<file path="src/rtl/bpred_pkg.sv">
// Shared definitions for the 2-bit BTB branch predictor: counter states and
// the saturating counter step function.
package bpred_pkg;

    typedef enum logic [1:0] {
        SNT = 2'b00,
        WNT = 2'b01,
        WT  = 2'b10,
        ST  = 2'b11
    } ctr_t;

    localparam ctr_t CTR_RESET = WNT;
    localparam ctr_t CTR_ALLOC = WT;

    function automatic ctr_t sat2_next(input ctr_t ctr, input logic taken);
        ctr_t nxt;
        nxt = ctr;
        unique case (ctr)
            SNT: nxt = taken ? WNT : SNT;
            WNT: nxt = taken ? WT  : SNT;
            WT:  nxt = taken ? ST  : WNT;
            ST:  nxt = taken ? ST  : WT;
            default: nxt = CTR_RESET;
        endcase
        return nxt;
    endfunction

endpackage

</file>
<file path="src/rtl/bpred_stat_ctr.sv">
// Saturating event counter: counts inc pulses and holds at all-ones.
module bpred_stat_ctr #(
    parameter int unsigned STAT_W = 16
) (
    input  logic              clk,
    input  logic              rst_n,
    input  logic              inc,
    output logic [STAT_W-1:0] count
);

    always_ff @(posedge clk or negedge rst_n) begin
        if (!rst_n) begin
            count <= '0;
        end else if (inc && (count != '1)) begin
            count <= count + 1'b1;
        end
    end

endmodule

</file>
<file path="src/rtl/bpred_2bit_btb.sv">
// Direct-mapped BTB with a 2-bit saturating counter per entry: combinational
// next-PC lookup, MEM-stage training, mispredict redirect and statistics.
module bpred_2bit_btb
    import bpred_pkg::*;
#(
    parameter int unsigned ENTRIES = 16,
    parameter int unsigned STAT_W  = 16
) (
    input  logic              clk,
    input  logic              rst_n,
    input  logic [31:0]       lookup_pc,
    output logic              pred_hit,
    output logic              pred_taken,
    output logic [31:0]       pred_next_pc,
    input  logic              update_valid,
    input  logic [31:0]       update_pc,
    input  logic              update_taken,
    input  logic [31:0]       update_target,
    input  logic              update_pred_taken,
    input  logic [31:0]       update_pred_target,
    input  logic              inv_all,
    output logic              redirect_valid,
    output logic [31:0]       redirect_pc,
    output logic [STAT_W-1:0] stat_branches,
    output logic [STAT_W-1:0] stat_mispredicts
);

    localparam int unsigned IDX_W = $clog2(ENTRIES);
    localparam int unsigned TAG_W = 30 - IDX_W;

    logic              valid_q  [ENTRIES];
    ctr_t              ctr_q    [ENTRIES];
    logic [TAG_W-1:0]  tag_q    [ENTRIES];
    logic [31:0]       target_q [ENTRIES];

    logic [IDX_W-1:0]  l_idx;
    logic [TAG_W-1:0]  l_tag;
    logic [IDX_W-1:0]  u_idx;
    logic [TAG_W-1:0]  u_tag;
    logic              u_hit;

    assign l_idx = lookup_pc[IDX_W+1:2];
    assign l_tag = lookup_pc[31:IDX_W+2];
    assign u_idx = update_pc[IDX_W+1:2];
    assign u_tag = update_pc[31:IDX_W+2];
    assign u_hit = valid_q[u_idx] && (tag_q[u_idx] == u_tag);

    // Lookup reads registered state only, so a same-cycle update is not visible.
    always_comb begin
        pred_hit     = valid_q[l_idx] && (tag_q[l_idx] == l_tag);
        pred_taken   = pred_hit && (ctr_q[l_idx] inside {WT, ST});
        pred_next_pc = pred_taken ? target_q[l_idx] : lookup_pc + 32'd4;
    end

    always_comb begin
        redirect_valid = update_valid &&
                         ((update_pred_taken != update_taken) ||
                          (update_taken && (update_pred_target != update_target)));
        redirect_pc    = update_taken ? update_target : update_pc + 32'd4;
    end

    // inv_all takes priority over any update presented in the same cycle.
    always_ff @(posedge clk or negedge rst_n) begin
        if (!rst_n) begin
            for (int unsigned i = 0; i < ENTRIES; i++) begin
                valid_q[i]  <= 1'b0;
                ctr_q[i]    <= CTR_RESET;
                tag_q[i]    <= '0;
                target_q[i] <= '0;
            end
        end else if (inv_all) begin
            for (int unsigned i = 0; i < ENTRIES; i++) begin
                valid_q[i] <= 1'b0;
            end
        end else if (update_valid) begin
            if (u_hit) begin
                ctr_q[u_idx] <= sat2_next(ctr_q[u_idx], update_taken);
                if (update_taken) begin
                    target_q[u_idx] <= update_target;
                end
            end else if (update_taken) begin
                valid_q[u_idx]  <= 1'b1;
                tag_q[u_idx]    <= u_tag;
                target_q[u_idx] <= update_target;
                ctr_q[u_idx]    <= CTR_ALLOC;
            end
        end
    end

    bpred_stat_ctr #(.STAT_W(STAT_W)) u_stat_branches (
        .clk   (clk),
        .rst_n (rst_n),
        .inc   (update_valid),
        .count (stat_branches)
    );

    bpred_stat_ctr #(.STAT_W(STAT_W)) u_stat_mispredicts (
        .clk   (clk),
        .rst_n (rst_n),
        .inc   (redirect_valid),
        .count (stat_mispredicts)
    );

endmodule

</file>
<file path="config.mk">
export PLATFORM = sky130hd
export DESIGN_NAME = bpred_2bit_btb
export DESIGN_NICKNAME = d
export VERILOG_FILES = /design/src/rtl/bpred_pkg.sv /design/src/rtl/bpred_stat_ctr.sv /design/src/rtl/bpred_2bit_btb.sv
export SDC_FILE = /design/constraint.sdc
export NUM_CORES = 2
export LEC_CHECK = 0
export CORE_UTILIZATION = 50
export CTS_CLUSTER_DIAMETER = 200
export DETAILED_ROUTE_END_ITERATION = 12
export PLACE_DENSITY = 0.77
export SYNTH_ARGS = -nofsm -noshare
export SYNTH_HDL_FRONTEND = slang
export SYNTH_SLANG_ARGS = --single-unit
</file>
<file path="constraint.sdc">
create_clock -name clk -period 7.6 [get_ports clk]
set_input_delay 0.76 -clock clk [delete_from_list [all_inputs] [get_ports clk]]
set_output_delay 0.76 -clock clk [all_outputs]
set_load 0.02 [all_outputs]
</file>
==> impl_metrics.yaml <==
timing:
  final-max-slew-violation-count: 0
  fin_worst_hold_slack_ns: 0.09416
  min_period_ns: 6.648
  final_min_period_over_clock_period_pct: 87.48
  post-route-worst-setup-slack_ns: 0.9518
  totalNegativeSetupSlack_ns: 0
  clock_skew_ns: 0.03630
  tightestPinTransition_ns: 1.238
  report.final.hold_viol_count: 0
  max_freq_mhz: 150.4
  grt_setup_unrepaired: "false"
  slew_headroom_pct: 17.12
  setup_viol: 0
finish:
  instances_no_fill: 5216
  layout.filler_cells: 8228
  layout.cell_area.non_filler_sq_um: 59720
  drive_above_1_share_pct: 42.26
  final_nets: 3889
  mostFrequentLayoutCell: "dfrtp_1"
  most-common-layout-cells: "dfrtp_1 (992), mux2_2 (868), mux4_2 (369)"
  finish.utilization_pct: 57.30
  synthToLayoutAreaGrowth_pct: 12.88
clocking:
  cts.hold.buffers_added: 0
  clock_tree.htree_level_count: 3
  clk_transition_reported_paths_ns: 0.06
  worst_skew_pair.late_latency_ns: 0.70
  cts_buffer_depth: 3
  clock_tree.root_cell: "clkbuf_16"
  cts_sinks: 1008
  cts_buffers: 106
  post_cts_sizing_count: 0
  cts_setup_buffers: 0
  cts_tree: "built"
power_and_ir_drop:
  power_share_of_the_sequential_group_pct: 45.7
  p_sw_mw: 3.866
  max-vdd-ir-drop_uv: 224.7
  finalPower_mw: 14.36
  netSwitchingFraction_pct: 26.92
  power_per_cell_area_nw_per_um2: 240.5
  p_clk_share_pct: 36.7
  p_int_mw: 10.50
  power.combinational.fraction_pct: 17.7
  static-leakage-power_nw: 26.41
floorplan:
  fp.dieW_um: 327.3
  pin_count: 233
  floorplan.rows: 118
  die-area_sq_um: 107100
  core_area_sq_um: 104200
  die_height_um: 327.3
  initial_cell_density_of_the_core_pct: 50.76
logic_synthesis:
  postSynth.topFlopCell: "dfrtp_1"
  yosysSeqAreaShare_pct: 47.71
  syn-mean-instance-area_sq_um: 14.48
  asyncSetResetFlopFracSynth_pct: 100.0
  yosysUniqueCellTypes: 70
  yosys_warnings: 0
  synth_enable_flop_cells: 0
  synth-seq-cells: 1008
  syn_inst: 3654
  syn-cell-area_sq_um: 52910
  synthesis.nets: 3795
placement:
  placedInstanceArea_sq_um: 56180
  dpl_cells: 5020
  dp_worst_setup_slack_ns: 1.061
  detailed_placer_s_ending_hpwl_mm: 100.9
  portBuffers: 232
  globalplace.congestion: 0.9438
routing:
  drcViolationCount: 0
  routedWlPerCell_um: 30.56
  detail_route.wirelength_mm: 159.4
  detailedRoute.firstIterationViolations: 3744
  dr_total_vias: 34520
  route.detailed.vias_per_inst: 6.618
  ant_nets: 0
  drt_pass1_iterations: 8
global_route:
  grt_pass1_vias: 35180
  grt_pass1_wl_mm: 236.5
  overflow: 0
  grt_start_max_net_pins: 170
  antenna_found_initial: 13
  grtUsageTotal_pct: 29.90
flow_run:
  maxCapViolations: 0
outcome:
  run_status: "finished clean"
setup_path:
  crit_path_max_fanout: 85
  endpoint_kind: "output port"
  crit_path_start_kind: "input pin"
  critical_path_arrival_ns: 5.89
  crit_required_ns: 6.84
  crit_chain: "buf_8, mux4_2, nor2b_1, a211oi_1, a21oi_1, xor2_1, or4_1, nor4_1, and4bb_2, buf_4, mux2_2, clkdlybuf4s50_1"
  worst-setup-path-type: "in2out"
  cpPeakStageDelay_ns: 0.89
  critical_path.slowest_cell: "and4bb_2"
min_path:
  min-delay-path-class: "in2async"
-- synthesized netlist by cell type, types with 34 or more instances --
master | number | area [sq um]
dfrtp_1 | 992 | 24820
nand4_1 | 37 | 231.5
nand3_1 | 38 | 190.2
clkbuf_1 | 208 | 780.8
mux2_2 | 868 | 9774
inv_1 | 36 | 135.1
mux2_4 | 40 | 600.6
buf_6 | 34 | 382.9
buf_2 | 60 | 300.3
mux2_1 | 67 | 754.5
mux2i_1 | 118 | 1181
xor2_1 | 84 | 735.7
o21ai_0 | 57 | 285.3
xnor2_1 | 89 | 779.5
mux4_2 | 369 | 8310
nor2_1 | 60 | 225.2
nand2_1 | 130 | 488.0
a21oi_1 | 34 | 170.2
-- power by group through the flow --
| stage | combinational (mW) | clock [mW] | sequential, mW |
|---|---|---|---|
| after CTS | 2.53 | 5.31 | 6.53 |
| after floorplan | 1.71 | 0 | 6.50 |
| final | 2.54 | 5.26 | 6.56 |
| after detailed placement | 2.51 | 0 | 6.62 |
| after global placement | 2.45 | 0 | 6.58 |
| after global routing | 2.69 | 5.53 | 6.63 |
-- sequential cells by signal, summed over array words and instances, names as in the netlist --
name and cells:
tag_q 416, target_q 512, valid_q 16, u_stat_branches.count 16
ctr_q 32, u_stat_mispredicts.count 16
-- cells by family (layout without fill, tap and decap cells) --
logic type,count (synthesis),count (layout),share of synthesized area (%)
AND/OR/NAND/NOR,387,387,3.656
flip-flops,1008,1008,47.71
XOR/XNOR,173,173,2.864
adder cells (fa/ha/maj),8,8,0.1844
multiplexers,1462,1462,38.97
buffers and inverters,393,572,3.604
AO/OA/AOI/OAI,223,223,3.006
other,0,3,0
-- layer usage --
layer,up-vias,part of all wire (%),global-route usage [%]
li1,13850,-,-
met1,18420,39,39.73
met4,16,4.6,12.80
met5,-,0.060,0
met3,417,11,9.156
met2,1813,46,45.61
-- final cells by class --
cell class	count	area, sq um	share of cell area [%]
Clock inverter	30	405.4	0.6788
Sequential cell	1008	25240	42.27
Antenna cell	3	7.507	0.01257
Inverter	41	156.4	0.2619
Clock buffer	163	3129	5.240
Timing Repair Buffer	338	3192	5.344
Multi-Input combinational cell	2253	25860	43.30
Tap cell	1380	1727	2.891
-- worst max-delay path, delay by kind of cell --
family	cells	cell delay, ns
simple gates	4	1.92
mux	2	0.96
buf+inv	3	1.44
xor+xnor	1	0.25
compound gates	2	0.40
-- final timing paths --
check                              from  slack [ns]                           end  cells past startpoint
max                        lookup_pc[3]        0.95               pred_next_pc[7]                     12
min                               rst_n        0.09                    tag_q[212]                      1
max reg2reg                  tag_q[170]        3.14                    tag_q[404]                      9
min reg2reg                   ctr_q[10]        0.47                     ctr_q[10]                      2
max in group asynchronous         rst_n        5.66  u_stat_mispredicts.count[11]                      3
min in group clk              ctr_q[10]        0.47                     ctr_q[10]                      2
Note: power is estimated with default switching activity, not from simulation.
